### config.mk
export PLATFORM = sky130hd
export DESIGN_NAME = uart_prog_loader
export DESIGN_NICKNAME = d
export VERILOG_FILES = /design/src/rtl/uart_prog_loader.sv
export SDC_FILE = /design/constraint.sdc
export NUM_CORES = 1
export LEC_CHECK = 0
export BUFFER_PORTS_ARGS = -buffer_cell sky130_fd_sc_hd__buf_2
export CORE_ASPECT_RATIO = 1.1
export CORE_MARGIN = 3
export CORE_UTILIZATION = 45
export CTS_CLUSTER_SIZE = 24
export DETAILED_ROUTE_END_ITERATION = 10
export GPL_ROUTABILITY_DRIVEN = 0
export HOLD_SLACK_MARGIN = 0.05
export PLACE_DENSITY = 0.75
export SYNTH_ARGS = -nofsm -noshare
export SYNTH_HDL_FRONTEND = slang
export SYNTH_SLANG_ARGS = --single-unit
### constraint.sdc
create_clock -name clk -period 2.3 [get_ports clk]
set_input_delay 0 -clock clk [delete_from_list [all_inputs] [get_ports clk]]
set_output_delay 0 -clock clk [all_outputs]
set_load 0.01 [all_outputs]
### src/rtl/uart_prog_loader.sv
// rtl/uart_prog_loader.sv - UART 8N1 receiver that loads 32-bit words into instruction memory
module uart_prog_loader #(
    parameter int CLK_DIV   = 868,
    parameter int MAX_WORDS = 1024
) (
    input  logic        clk,
    input  logic        rst,
    input  logic        rxd,
    output logic        mem_we,
    output logic [31:0] mem_addr,
    output logic [31:0] mem_wdata,
    output logic        busy,
    output logic        done,
    output logic        err
);

    localparam logic [15:0] BIT_LAST  = 16'(CLK_DIV - 1);
    localparam logic [15:0] HALF_LAST = 16'(CLK_DIV / 2 - 1);
    localparam logic [15:0] MAX_CNT   = 16'(MAX_WORDS);

    typedef enum logic [1:0] {RX_IDLE, RX_START, RX_DATA, RX_STOP} rx_state_e;
    typedef enum logic [2:0] {F_IDLE, F_CNT_LO, F_DATA, F_DONE, F_ERR} f_state_e;

    // Receiver state
    logic      rxd_meta_q, rxd_sync_q, rxd_prev_q;
    rx_state_e rx_state_q, rx_state_d;
    logic [15:0] baud_q, baud_d;
    logic [2:0]  bit_idx_q, bit_idx_d;
    logic [7:0]  shift_q, shift_d;
    logic        byte_valid_q, byte_valid_d;
    logic        frame_err_q, frame_err_d;

    // Framer state
    f_state_e    f_state_q, f_state_d;
    logic [15:0] count_q, count_d;
    logic [15:0] word_idx_q, word_idx_d;
    logic [1:0]  byte_idx_q, byte_idx_d;
    logic [31:0] asm_q, asm_d;
    logic        mem_we_q, mem_we_d;
    logic [31:0] mem_addr_q, mem_addr_d;
    logic [31:0] mem_wdata_q, mem_wdata_d;
    logic        busy_q, busy_d;
    logic        done_q, done_d;
    logic        err_q, err_d;

    logic [15:0] hdr_count;
    logic [31:0] next_word;

    assign hdr_count = {count_q[15:8], shift_q};
    assign next_word = {asm_q[23:0], shift_q};

    // Synchroniser flops idle high so reset never looks like a start edge
    always_ff @(posedge clk) begin
        if (!rst) begin
            rxd_meta_q <= 1'b1;
            rxd_sync_q <= 1'b1;
            rxd_prev_q <= 1'b1;
        end else begin
            rxd_meta_q <= rxd;
            rxd_sync_q <= rxd_meta_q;
            rxd_prev_q <= rxd_sync_q;
        end
    end

    // Receiver register update
    always_ff @(posedge clk) begin
        if (!rst) begin
            rx_state_q   <= RX_IDLE;
            baud_q       <= '0;
            bit_idx_q    <= '0;
            shift_q      <= '0;
            byte_valid_q <= 1'b0;
            frame_err_q  <= 1'b0;
        end else begin
            rx_state_q   <= rx_state_d;
            baud_q       <= baud_d;
            bit_idx_q    <= bit_idx_d;
            shift_q      <= shift_d;
            byte_valid_q <= byte_valid_d;
            frame_err_q  <= frame_err_d;
        end
    end

    // Receiver next state: mid-bit sampling, LSB first, stop bit decides valid vs error
    always_comb begin
        rx_state_d   = rx_state_q;
        baud_d       = baud_q;
        bit_idx_d    = bit_idx_q;
        shift_d      = shift_q;
        byte_valid_d = 1'b0;
        frame_err_d  = 1'b0;
        case (rx_state_q)
            RX_IDLE: begin
                if (rxd_prev_q && !rxd_sync_q) begin
                    rx_state_d = RX_START;
                    baud_d     = '0;
                end
            end
            RX_START: begin
                if (baud_q == HALF_LAST) begin
                    baud_d     = '0;
                    bit_idx_d  = '0;
                    rx_state_d = rxd_sync_q ? RX_IDLE : RX_DATA;
                end else begin
                    baud_d = baud_q + 16'd1;
                end
            end
            RX_DATA: begin
                if (baud_q == BIT_LAST) begin
                    baud_d  = '0;
                    shift_d = {rxd_sync_q, shift_q[7:1]};
                    if (bit_idx_q == 3'd7) rx_state_d = RX_STOP;
                    else                   bit_idx_d  = bit_idx_q + 3'd1;
                end else begin
                    baud_d = baud_q + 16'd1;
                end
            end
            default: begin
                if (baud_q == BIT_LAST) begin
                    baud_d       = '0;
                    byte_valid_d = rxd_sync_q;
                    frame_err_d  = !rxd_sync_q;
                    rx_state_d   = RX_IDLE;
                end else begin
                    baud_d = baud_q + 16'd1;
                end
            end
        endcase
    end

    // Framer register update
    always_ff @(posedge clk) begin
        if (!rst) begin
            f_state_q   <= F_IDLE;
            count_q     <= '0;
            word_idx_q  <= '0;
            byte_idx_q  <= '0;
            asm_q       <= '0;
            mem_we_q    <= 1'b0;
            mem_addr_q  <= '0;
            mem_wdata_q <= '0;
            busy_q      <= 1'b0;
            done_q      <= 1'b0;
            err_q       <= 1'b0;
        end else begin
            f_state_q   <= f_state_d;
            count_q     <= count_d;
            word_idx_q  <= word_idx_d;
            byte_idx_q  <= byte_idx_d;
            asm_q       <= asm_d;
            mem_we_q    <= mem_we_d;
            mem_addr_q  <= mem_addr_d;
            mem_wdata_q <= mem_wdata_d;
            busy_q      <= busy_d;
            done_q      <= done_d;
            err_q       <= err_d;
        end
    end

    // Framer next state: header parse, word assembly, write strobe, session status
    always_comb begin
        f_state_d   = f_state_q;
        count_d     = count_q;
        word_idx_d  = word_idx_q;
        byte_idx_d  = byte_idx_q;
        asm_d       = asm_q;
        mem_we_d    = 1'b0;
        mem_addr_d  = mem_addr_q;
        mem_wdata_d = mem_wdata_q;
        busy_d      = busy_q;
        done_d      = done_q;
        err_d       = err_q;
        if (frame_err_q && f_state_q != F_ERR) begin
            f_state_d = F_ERR;
            busy_d    = 1'b0;
            err_d     = 1'b1;
        end else begin
            case (f_state_q)
                F_IDLE, F_DONE: begin
                    if (byte_valid_q) begin
                        count_d[15:8] = shift_q;
                        busy_d        = 1'b1;
                        done_d        = 1'b0;
                        f_state_d     = F_CNT_LO;
                    end
                end
                F_CNT_LO: begin
                    if (byte_valid_q) begin
                        count_d = hdr_count;
                        if (hdr_count == 16'd0) begin
                            f_state_d = F_DONE;
                            busy_d    = 1'b0;
                            done_d    = 1'b1;
                        end else if (hdr_count > MAX_CNT) begin
                            f_state_d = F_ERR;
                            busy_d    = 1'b0;
                            err_d     = 1'b1;
                        end else begin
                            f_state_d  = F_DATA;
                            word_idx_d = '0;
                            byte_idx_d = '0;
                        end
                    end
                end
                F_DATA: begin
                    // word_idx already advanced, so equality marks the final strobe cycle
                    if (mem_we_q && word_idx_q == count_q) begin
                        f_state_d = F_DONE;
                        busy_d    = 1'b0;
                        done_d    = 1'b1;
                    end else if (byte_valid_q) begin
                        asm_d = next_word;
                        if (byte_idx_q == 2'd3) begin
                            mem_we_d    = 1'b1;
                            mem_addr_d  = {14'd0, word_idx_q, 2'b00};
                            mem_wdata_d = next_word;
                            word_idx_d  = word_idx_q + 16'd1;
                            byte_idx_d  = '0;
                        end else begin
                            byte_idx_d = byte_idx_q + 2'd1;
                        end
                    end
                end
                default: ;
            endcase
        end
    end

    assign mem_we    = mem_we_q;
    assign mem_addr  = mem_addr_q;
    assign mem_wdata = mem_wdata_q;
    assign busy      = busy_q;
    assign done      = done_q;
    assign err       = err_q;

endmodule

# After elaboration in Yosys (flattened, before gate mapping)

Index checks and enable logic that the tools add are counted.

Bits in registers: 147
Input bits: 3

Add/sub/neg operators: 4
$lt $le $gt $ge: 1
Equality and inequality tests: 30
Mux-type cells: 55
Bitwise gates (word level): 7
Reductions and logical operators: 33

Operators by type and width:

| cell                                                                    | number |
|---|---|
| 16-bit two-way mux                                                      | 9 |
| 16-bit case mux with 2 select lines                                     | 2 |
| 16-bit by 1-bit adder with 16-bit output (second input constant)        | 2 |
| 2-bit inequality test (second input constant)                           | 15 |
| 3-bit two-way mux                                                       | 9 |
| 2-bit two-way mux                                                       | 12 |
| 4-bit AND reduction                                                     | 6 |
| 16-bit by 10-bit == test with 1-bit output (second input constant)      | 1 |
| 16-bit == test                                                          | 1 |
| 16-bit by 9-bit == test with 1-bit output (second input constant)       | 1 |
| 16-bit by 11-bit > comparator with 1-bit output (second input constant) | 1 |
| 16-bit logical NOT                                                      | 1 |
| 8-bit case mux with 2 select lines                                      | 1 |
| 1-bit two-way mux                                                       | 15 |
| 3-bit inequality test (second input constant)                           | 5 |
| 5-bit AND reduction                                                     | 3 |
| 2-bit nonzero test                                                      | 5 |
| 5-bit OR reduction                                                      | 2 |
| 3-bit case mux with 3 select lines                                      | 1 |
| 8-bit two-way mux                                                       | 1 |
| 8-bit AND reduction                                                     | 1 |
| 1-bit NOT                                                               | 7 |
| 7-bit AND reduction                                                     | 1 |
| 3-bit by 2-bit == test with 1-bit output (second input constant)        | 2 |
| 20 further kinds                                                        | 26 |

# Logic depth before layout (Yosys ltp)

Gate-level depths: netlist of run 1.

Word-level depth: 6
Mapped depth: 10

# Least setup slack after synthesis of run 1

OpenSTA, ideal clock, no wires.

Path kind: register to register
Start: register count_q[12]
End: register word_idx_q[14]
Library setup time: 0.132 ns
Arrival: 2.005 ns
Required time: 2.168 ns
Path slack: 0.162 ns
Stages on the path, launching flop included: 9
Period minus slack after synthesis: 2.138 ns
Cells stage by stage: dfxtp_1 > or4_2 > nor3_2 > o21ai_2 > a21o_1 > buf_6 > clkbuf_8 > o31ai_1 > a21oi_1

Cells in the longest elaborated chain, start to end: 4
Elaborated cells between the ends (all ways): 8
Those cells by class: order compare: 1; eq/ne: 4; reduce/logical: 3

RTL lines:

| element                                                                                                 | line | source |
|---|---|---|
| from (decl)                                                                                             | 35   | `logic [15:0] count_q, count_d;` |
| from (signal assigned)                                                                                  | 147  | `count_q <= count_d;` |
| parallel branches: the longest is 3 deep, another holds 16-bit by 11-bit > comparator with 1-bit output | -    |  |
| 8-bit AND reduction (no source line) (*)                                                                | -    |  |
| to (signal assigned)                                                                                    | 148  | `word_idx_q <= word_idx_d;` |
| to (decl)                                                                                               | 36   | `logic [15:0] word_idx_q, word_idx_d;` |

Mark *: on every way between the ends.
A chain may end at the register's enable or synchronous reset.

# Final worst setup path of run 1

Start: register count_q[12]
End: register word_idx_q[1]

Same word-level chain as after synthesis.

==> run metrics, run 1 <==
Crit Path Max Fanout 18; DP Area around 6900 um^2; main combinational cell family by area after synthesis simple AND/OR/NAND/NOR gates; worst rel slew slack 0.665; # clock sinks between 100 and 150; fmax between 400 and 500 MHz; Syn-to-layout area delta 19.6%; post-synthesis adder-cell area fraction 0.0119; Die X ~120 um; WL final approximately 14 mm; DRT iter0 DRCs 274; drt drc 0; Crit Path Category register to register; CTS tree done; hpwl dp 9.61 mm; Arr. time, crit path 2.55 ns; WHS Path Cells 3; RSZ-0062 raised after global routing false; status finished, final reports clean; Int Power about 4 mW; n_diodes 0; r2r startpoint count_q[12]; Nets just over 800; endpoints failing hold 0; Overall Power 5.30 mW; reg2reg path depth 6; slack of the worst reg-to-reg path about 0.11 ns; fin util 0.560; Syn. warnings 0; chip height 130 um; Max Slew Vio Count 0; Synth Flop Type dfxtp_1; first-pass GRT wire length roughly 23 mm; CP max stage cell or4_2; Cell Area, Synth ~6300 um^2; clock skew approximately 0.015 ns; Clock Path Buffers 2; filler cell count ~1200; Syn Area/Cell approximately 8.7 um^2; FF/Latch Area ~2900 um^2; number of flops mapped to enable cells by yosys 0; hold path endpoint rxd_meta_q; Max-Cap Viols 0; cell area after layout around 7600 um^2; largest net degree at the start of global routing 43; gr usage total 0.183; sequential area share after synthesis 0.466; initial antenna violation count 0; core area approximately 13000 um^2; required time of the critical path 2.65 ns; Starting Density 0.468; Async SR Flop Fraction 0; layout cells sized above 1 0.188; VDD IR-drop max 0.559 mV; crit-path cells or4_2 -> nor3_2 -> o21ai_2 -> a21o_4 -> or3_1 -> a21oi_1; GR Overflow Total 0; clk root buf clkbuf_16; switch share 0.230; Reg power frac 0.484; Comb pwr share 0.025; Startpoint Class register; Synth Area in Compound Gates 0.116; Critical Path Max Stage Delay around 0.70 ns; mux share of post-synthesis cell area 0.0570; final setup vio count 0; critical path depth 6; Unique masters post-synth 60; Final min period ~2.2 ns; Worst-Margin Slew approximately 0.5 ns; number of global-route vias before repair 4768; clk_lat worst skew 0.43 ns; Worst-path clk slew 0.06 ns; Cells after Synth roughly 730; reg2reg end word_idx_q[1]; number of synthesized register bits 147; Crit path max-delay family simple AND/OR/NAND/NOR gates; worst path bufs/invs 0; Post-Synth Simple-Gate Area 0.243; Fin Setup TNS 0 ns; final cycle utilization of the critical path 0.954; sw power approximately 1.2 mW; endpoint class of the critical path register; area of the multi-input gates approximately 3100 um^2; IO Pins just over 70; WL per Instance 13.8 um; Leakage Power approximately 3 nW; vias post-DR ~5200; number of vias per cell 5.21; htree depth 4; Hold WC Path Type input pin to register; Clk pwr share 0.490; pwr/cell area about 700 nW/um^2; drt pass-1 iters 4; Port Buffers 54; min-delay src rxd; final antenna-violating net count 0; xor/xnor cell area share of the yosys netlist 0.0457; standard-cell rows between 40 and 50; Num CTS Buffers 17; Die Area around 16000 um^2
-- worst max-delay path by stage --
stage,startpoint,end
floorplan,count_q[12],word_idx_q[14]
global placement,count_q[12],word_idx_q[8]
detailed placement,count_q[12],word_idx_q[7]
CTS,count_q[12],word_idx_q[1]
global route,word_idx_q[2],mem_wdata[29]
finish,count_q[12],word_idx_q[1]
-- cell usage in the layout (no fill, tap or decap), types with 4 or more instances in the layout --
master	Yosys	final
dfxtp_1	147	147
nand2_1	89	89
nand3_1	75	75
nor2_1	72	72
o21ai_0	60	59
buf_2	13	53
buf_4	16	46
mux2i_1	36	36
a21oi_1	25	25
xnor2_1	17	17
clkbuf_16	0	17
xor2_1	16	16
conb_1	1	16
or3_1	9	9
nor3_1	8	8
o31ai_1	7	7
nand2b_1	7	7
nand4_1	7	7
nand3b_1	6	6
inv_1	6	6
ha_1	6	6
nor2b_1	5	5
or4_1	5	5
a31oi_1	5	5
inv_6	0	5
buf_12	0	5
and2_1	4	4
clkinv_4	0	4
-- state kept, by name, indices dropped and copies added, names as in the netlist, 2 cells and up --
name        cells
mem_wdata      32
asm_q          24
baud_q         16
count_q        16
mem_addr       16
word_idx_q     16
shift_q         8
bit_idx_q       3
f_state_q       3
byte_idx_q      2
rx_state_q      2
-- cell type report --
cell class | instances | area share
multi-input combinational | 527 | 0.405
sequential | 147 | 0.389
timing repair buffer | 106 | 0.0967
clock buffer | 21 | 0.0622
tap | 184 | 0.0305
clock inverter | 11 | 0.0124
inverter | 7 | 0.00348
-- layer usage --
| metal | up-vias | track usage | share of wire |
|---|---|---|---|
| li1 | 2666 | - | - |
| met1 | 2439 | 0.237 | 0.46 |
| met2 | 100 | 0.295 | 0.48 |
| met3 | 20 | 0.0481 | 0.041 |
| met4 | 0 | 0.0743 | 0.016 |
| met5 | - | 0 | 0 |
-- power by group through the flow --
| stage | clock network [mW] | logic, mW | registers, mW |
|---|---|---|---|
| after global routing | 2.80 | 0.149 | 2.57 |
| final | 2.60 | 0.135 | 2.57 |
| after detailed placement | 0 | 0.132 | 2.62 |
| after CTS | 2.65 | 0.135 | 2.57 |
| after floorplan | 0 | 0.123 | 2.62 |
| after global placement | 0 | 0.130 | 2.62 |
-- Yosys cell counts, types with 4 or more instances --
library cell  number  area share
nor3_1             8      0.0063
inv_1              6      0.0036
clkbuf_8           4      0.0087
and2_1             4      0.0040
buf_2             13       0.010
nand2b_1           7      0.0069
o21ai_0           60       0.048
dfxtp_1          147        0.47
nand3_1           75       0.059
buf_4             16       0.019
ha_1               6       0.012
nand2_1           89       0.053
a31oi_1            5      0.0050
nor2_1            72       0.043
nand4_1            7      0.0069
xor2_1            16       0.022
xnor2_1           17       0.024
clkbuf_1          25       0.015
mux2i_1           36       0.057
or4_1              5      0.0059
nor2b_1            5      0.0050
nand3b_1           6      0.0071
or3_1              9      0.0089
a21oi_1           25       0.020
o31ai_1            7      0.0083
-- metrics by stage --
step	hold slack (ns)	cells	worst slack (ns)
after floorplan	0.101	743	0.162
after global routing	0.316	1003	0.000838
after CTS	0.266	999	0.0583
after detailed placement	0.184	965	-0.0170
final	0.287	1003	0.106
after global placement	0.180	965	0.0193
-- cell families after synthesis --
logic type               count (synthesis)
AND/OR/NAND/NOR                        312
flip-flops                             147
AO/OA/AOI/OAI                          124
buffers and inverters                   69
multiplexers                            36
XOR/XNOR                                33
adder cells (fa/ha/maj)                  6
other                                    1
-- tightest hold or removal path, cell delays in order --
cell           delay, ns
dlygate4sd3_1       0.52
buf_2               0.09
nand2b_1            0.08
-- what timing repair did --
| action | in CTS | in global routing |
|---|---|---|
| hold buffers | 2 | 0 |
| setup endpoints to repair | 3 | 9 |
| setup buffers | 0 | 4 |
| hold endpoints to repair | 4 | 0 |
| gates resized for setup | 2 | 2 |
| pin swaps | 0 | 2 |
Power figures use the tool's default switching activity.
==> run 2, diff against run 1 <==
PLACE_DENSITY = 0.73   (was 0.75)
SETUP_SLACK_MARGIN = 0.1   (was default)
clock period = 2.75 ns   (was 2.3 ns; I/O delays follow)
==> run 2 against run 1 <==
Sequential cell count did not move. Setup slack improved by 0.22 ns. Clock skew decreased by 0.0025 ns. Wire length shrank 4.7%. Cell area down 3.9%. Sequential share of layout area grew 1.6 points. Combinational power is 21% lower. First-iteration DRC count shrank 27%. Critical endpoint is now word_idx_q[7]. Highest routed layer unchanged.
==> run metrics, run 2 (synthesis gave the netlist of run 1 again) <==
status finished, final reports clean; endpoint class of the critical path register; max reg flops 32; worst rel slew slack 0.608; clk_lat worst skew ~0.42 ns; Die Area between 15000 and 20000 um^2; number of vias per cell about 5.2; min-delay src rxd_meta_q; standard-cell rows 44; Placed Instances just over 900; Reg power frac 0.476; Hold WC Path Type register to register; fmax just over 400 MHz; number of global-route vias before repair roughly 4600; drt drc 0; Port Buffers 54; Cell Count, Final, Fillers Out around 970; Crit Path Max Fanout 18; clock skew 0.0123 ns; Nets around 780; hpwl dp between 9 and 10 mm; VDD IR-drop max 0.456 mV; setup bufs post-CTS 0; final antenna-violating net count 0; commonest non-fill, non-tap cell in the layout dfxtp_1; core area 13500 um^2; Max Slew Vio Count 0; # clock sinks 147; GR Overflow Total 0; WL per Instance 13.7 um; Worst-path clk slew about 0.06 ns; Die X 119 um; Comb pwr share 0.024; pwr/cell area between 600 and 700 nW/um^2; clk root buf clkbuf_16; gr usage total 0.176; Fin Setup TNS 0 ns; endpoints failing hold 0; CP max stage cell or4_4; first-pass GRT wire length 22.1 mm; n_diodes 0; Final min period approximately 2.4 ns; htree depth 4; largest net degree at the start of global routing between 40 and 50; CP startpoint shift_q[1]; RSZ-0062 raised after global routing false; DRT iter0 DRCs 200; Leakage Power 2.81 nW; vias post-DR just over 5000; commonest cells after routing, fill and taps aside 147 x dfxtp_1, 89 x nand2_1, 75 x nand3_1; drt pass-1 iters 4; Startpoint Class register; Int Power ~3.5 mW; r2r startpoint shift_q[1]; required time of the critical path a little over 3 ns; DP Area between 6000 and 7000 um^2; layout cells sized above 1 0.148; Crit path max-delay family compound AO/OA/AOI/OAI gates; crit-path cells or4_4 -> nor4_4 -> o21ai_2 -> a21o_1 -> o311ai_0 -> o41ai_1; Syn-to-layout area delta 14.9%; final setup vio count 0; WL final 13.2 mm; cell area after layout between 7000 and 8000 um^2; worst path bufs/invs 0; CTS tree done; Critical Path Max Stage Delay ~0.56 ns; Arr. time, crit path 2.72 ns; Crit Path Category register to register; sw power approximately 1.0 mW; Worst-Margin Slew slightly below 0.6 ns; Clk pwr share 0.500; initial antenna violation count 0; Clock Path Buffers 2; Starting Density 0.468; final cycle utilization of the critical path 0.883; Num CTS Buffers 17; IO Pins 71; Hold Slack between 0.4 and 0.5 ns; Max-Cap Viols 0; switch share 0.223; chip height ~130 um
-- run 2: cell types whose count changed in the layout (fill, tap and decap cells not counted), sizes merged --
cell         change
clkinvlp         -1
clkbuf           -1
bufinv           +1
clkinv           +1
buf             -38
dlygate4sd3      +1
-- run 2: power by group through the flow --
stage                     sequential (mW)  clock [mW]  combinational, mW
after global routing                 2.15        2.39              0.119
after detailed placement             2.19           0              0.104
after CTS                            2.15        2.30              0.107
final                                2.15        2.25              0.107
after global placement               2.19           0              0.103
after floorplan                      2.19           0              0.103
-- run 2: per-stage QoR --
step	setup WS (ns)	util	power, mW
after floorplan	0.612	-	2.30
after detailed placement	0.372	0.493	2.30
after global routing	0.136	0.538	4.66
after global placement	0.401	0.493	2.30
after CTS	0.329	0.538	4.55
final	0.322	0.538	4.51
-- run 2: final timing paths --
path | to | slack [ns] | depth (start not counted)
worst max-delay path | word_idx_q[7] | 0.32 | 6
worst min-delay path | rxd_sync_q | 0.41 | 1
worst max register to register | word_idx_q[7] | 0.32 | 6
worst min register to register | rxd_sync_q | 0.41 | 1
-- run 2: what timing repair did --
item	4_1_cts	5_1_grt
setup endpoints to repair	0	0
hold buffers	3	0
gates resized for setup	0	0
endpoints found under the hold margin	9	0
-- run 2: metal layers --
layer | track usage | routed length (um) | up-vias
li1 | - | - | 2584
met1 | 0.227 | 6150 | 2380
met2 | 0.278 | 6280 | 80
met3 | 0.0438 | 478 | 22
met4 | 0.0818 | 280 | 0
met5 | 0 | 0 | -
-- run 2: area by class of cell --
class,instances,area [um^2]
Inverter,7,26.3
Tap cell,184,230
Sequential cell,147,2940
Timing Repair Buffer,69,418
Clock buffer,20,467
Fill cell,1258,6230
Clock inverter,12,120
Multi-Input combinational cell,527,3060
==> run 3, diff against run 2 <==
ABC_AREA = 1   (was default)
PLACE_DENSITY = 0.72   (was 0.73)
==> run 3 against run 2 <==
Cell area grew 16%. Final cell count grew 43%. Area after synthesis grew 18%. Largest power group unchanged. Sequential cell count is the same. Wire length grew 36%.
==> run metrics, run 3 <==
Crit Path Category register to register; final setup vio count 0; WHS Path Cells 3; standard-cell rows 48; Clock Path Buffers 2; Synth area leader dfxtp_1; Worst-path clk slew 0.06 ns; number of vias per cell around 5; cell with the most instances after synthesis nand2_1; Crit path max-delay family simple AND/OR/NAND/NOR gates; DP Area 7760 um^2; Die Area 18100 um^2; worst rel slew slack 0.423; drt drc 0; Syn-to-layout area delta 13.1%; commonest cells after routing, fill and taps aside 249 x nand2_1, 179 x nor2_1, 163 x inv_1; largest net degree at the start of global routing 68; crit-path cells ha_1 -> nand3_1 -> nor4_1 -> nand3_1 -> o21ai_0 -> a21oi_1; Final min period approximately 2.2 ns; htree depth 4; filler cell count ~1600; worst path bufs/invs 0; reg2reg end shift_q[5]; endpoints failing hold 0; final cycle utilization of the critical path 0.794; Cell Area, Synth around 7500 um^2; Hold Slack 0.317 ns; status finished, final reports clean; CTS tree done; Overall Power 4.84 mW; reg2reg path depth 6; most frequent CP cell nand3_1; GR Overflow Total 0; Die X about 130 um; FF/Latch Area 2940 um^2; Cells after Synth ~1100; clk_lat worst skew between 0.4 and 0.5 ns; hpwl dp around 12 mm; Crit Path Max Fanout 16; number of flops mapped to enable cells by yosys 0; fmax roughly 460 MHz; initial antenna violation count 0; Async SR Flop Fraction 0; Syn Area/Cell about 6.6 um^2; Nets about 1200; commonest non-fill, non-tap cell in the layout nand2_1; hold path endpoint rxd_meta_q; number of synthesized register bits about 150; min-delay src rxd; Max-Cap Viols 0; Unique masters post-synth 40; post-CTS resize count 0; leading post-synthesis cells by cell area dfxtp_1 39%, nand2_1 13%, nor2_1 9.0%, inv_1 8.2%, nand4_1 6.7%; clock skew between 0.01 and 0.015 ns; sequential area share after synthesis 0.395; core area 16000 um^2; area of the multi-input gates between 3000 and 4000 um^2; chip height between 100 and 150 um; Syn. warnings 0; Leakage Power between 3 and 4 nW; Startpoint Class register; Synth Flop Type dfxtp_1; WL per Instance 13.0 um; Num CTS Buffers 17; cell area after layout about 8400 um^2; max reg flops 32; pwr/cell area between 500 and 600 nW/um^2; Hold WC Path Type input pin to register; required time of the critical path 3.03 ns; Critical Path Max Stage Delay a little over 0.5 ns; area share of the leading cell type in the synthesized netlist 0.395; first-pass GRT wire length approximately 31 mm; # clock sinks between 100 and 150; VDD IR-drop max 0.444 mV; Fin Setup TNS 0 ns; Max Slew Vio Count 0; WL final 17.9 mm; final antenna-violating net count 0; DRT iter0 DRCs 553; clk root buf clkbuf_16; Arr. time, crit path 2.47 ns; IO Pins about 70; gr usage total 0.206; n_diodes 0; Worst-Margin Slew 0.862 ns; drt pass-1 iters 5; Port Buffers 54; layout cells sized above 1 0.119; RSZ-0062 raised after global routing false; endpoint class of the critical path register; number of global-route vias before repair 6584; CP max stage cell nand3_1; top post-synthesis cells by count 249 x nand2_1, 179 x nor2_1, 163 x inv_1; slack of the worst reg-to-reg path about 0.57 ns; vias post-DR approximately 7000; r2r startpoint baud_q[0]; Starting Density 0.466
[run 3: cell count changes in the layout (fill, tap and decap cells not counted), moves of 10 or more]
cell and delta:
a21oi_1 +18, inv_1 +157, inv_2 +19, mux2i_1 -36, nand2_1 +160, nand3_1 -21, nand4_1 +73, nor2_1 +107
xnor2_1 -11, xor2_1 -10
[run 3: what timing repair did]
| action | CTS | global route |
|---|---|---|
| setup endpoints to repair | 0 | 0 |
| hold buffers | 2 | 0 |
| endpoints found under the hold margin | 2 | 0 |
| setup buffers | 0 | 0 |
[run 3: worst min-delay path: cells and delay by family]
kind,cells,cell delay [ns]
buf+inv,2,0.62
simple gates,1,0.09
[run 3: metal layers]
metal,track usage,vias up,wire (um)
met3,0.0466,42,1060
met4,0.0746,0,477
met5,0,-,0
met2,0.325,226,8200
li1,-,3617,-
met1,0.276,3113,8180
[run 3: final cells by class]
| type | count | area share |
|---|---|---|
| clock inverters | 12 | 0.0227 |
| well taps | 200 | 0.0297 |
| clock buffers | 20 | 0.0542 |
| flip-flops and latches | 147 | 0.349 |
| repair buffers | 65 | 0.0427 |
| multi-input cells | 754 | 0.420 |
| inverters | 184 | 0.0819 |
[run 3: worst max-delay path by stage]
stage	cells after the start	end	start
6_report	6	shift_q[5]	baud_q[0]
5_1_grt	6	shift_q[5]	baud_q[0]
4_1_cts	6	shift_q[5]	baud_q[0]
3_5_place_dp	6	shift_q[5]	baud_q[0]
3_3_place_gp	6	shift_q[7]	baud_q[0]
2_1_floorplan	9	baud_q[9]	baud_q[0]
[run 3: logic make-up (layout without fill, tap and decap cells)]
group	after synthesis	count (layout)	synth area share
and+or+nand+nor	610	610	0.366
buffers and inverters	248	281	0.139
other	1	16	0.000503
adders and majority gates	6	6	0.0101
xor gates and xnor gates	12	12	0.0141
AOI/OAI and AO/OA	110	110	0.0761
DFF	147	147	0.395
[run 3: stage by stage]
step	cells	worst slack (ns)	utilization
after global placement	1348	0.726	0.486
final	1382	0.568	0.528
after detailed placement	1348	0.692	0.486
after CTS	1382	0.583	0.528
after floorplan	1149	1.12	-
after global routing	1382	0.315	0.528
[run 3: power by group]
| part | switching [mW] | internal (mW) | total, mW |
|---|---|---|---|
| registers | 0.0136 | 2.14 | 2.15 |
| logic | 0.101 | 0.0402 | 0.141 |
| clock network | 0.953 | 1.59 | 2.54 |
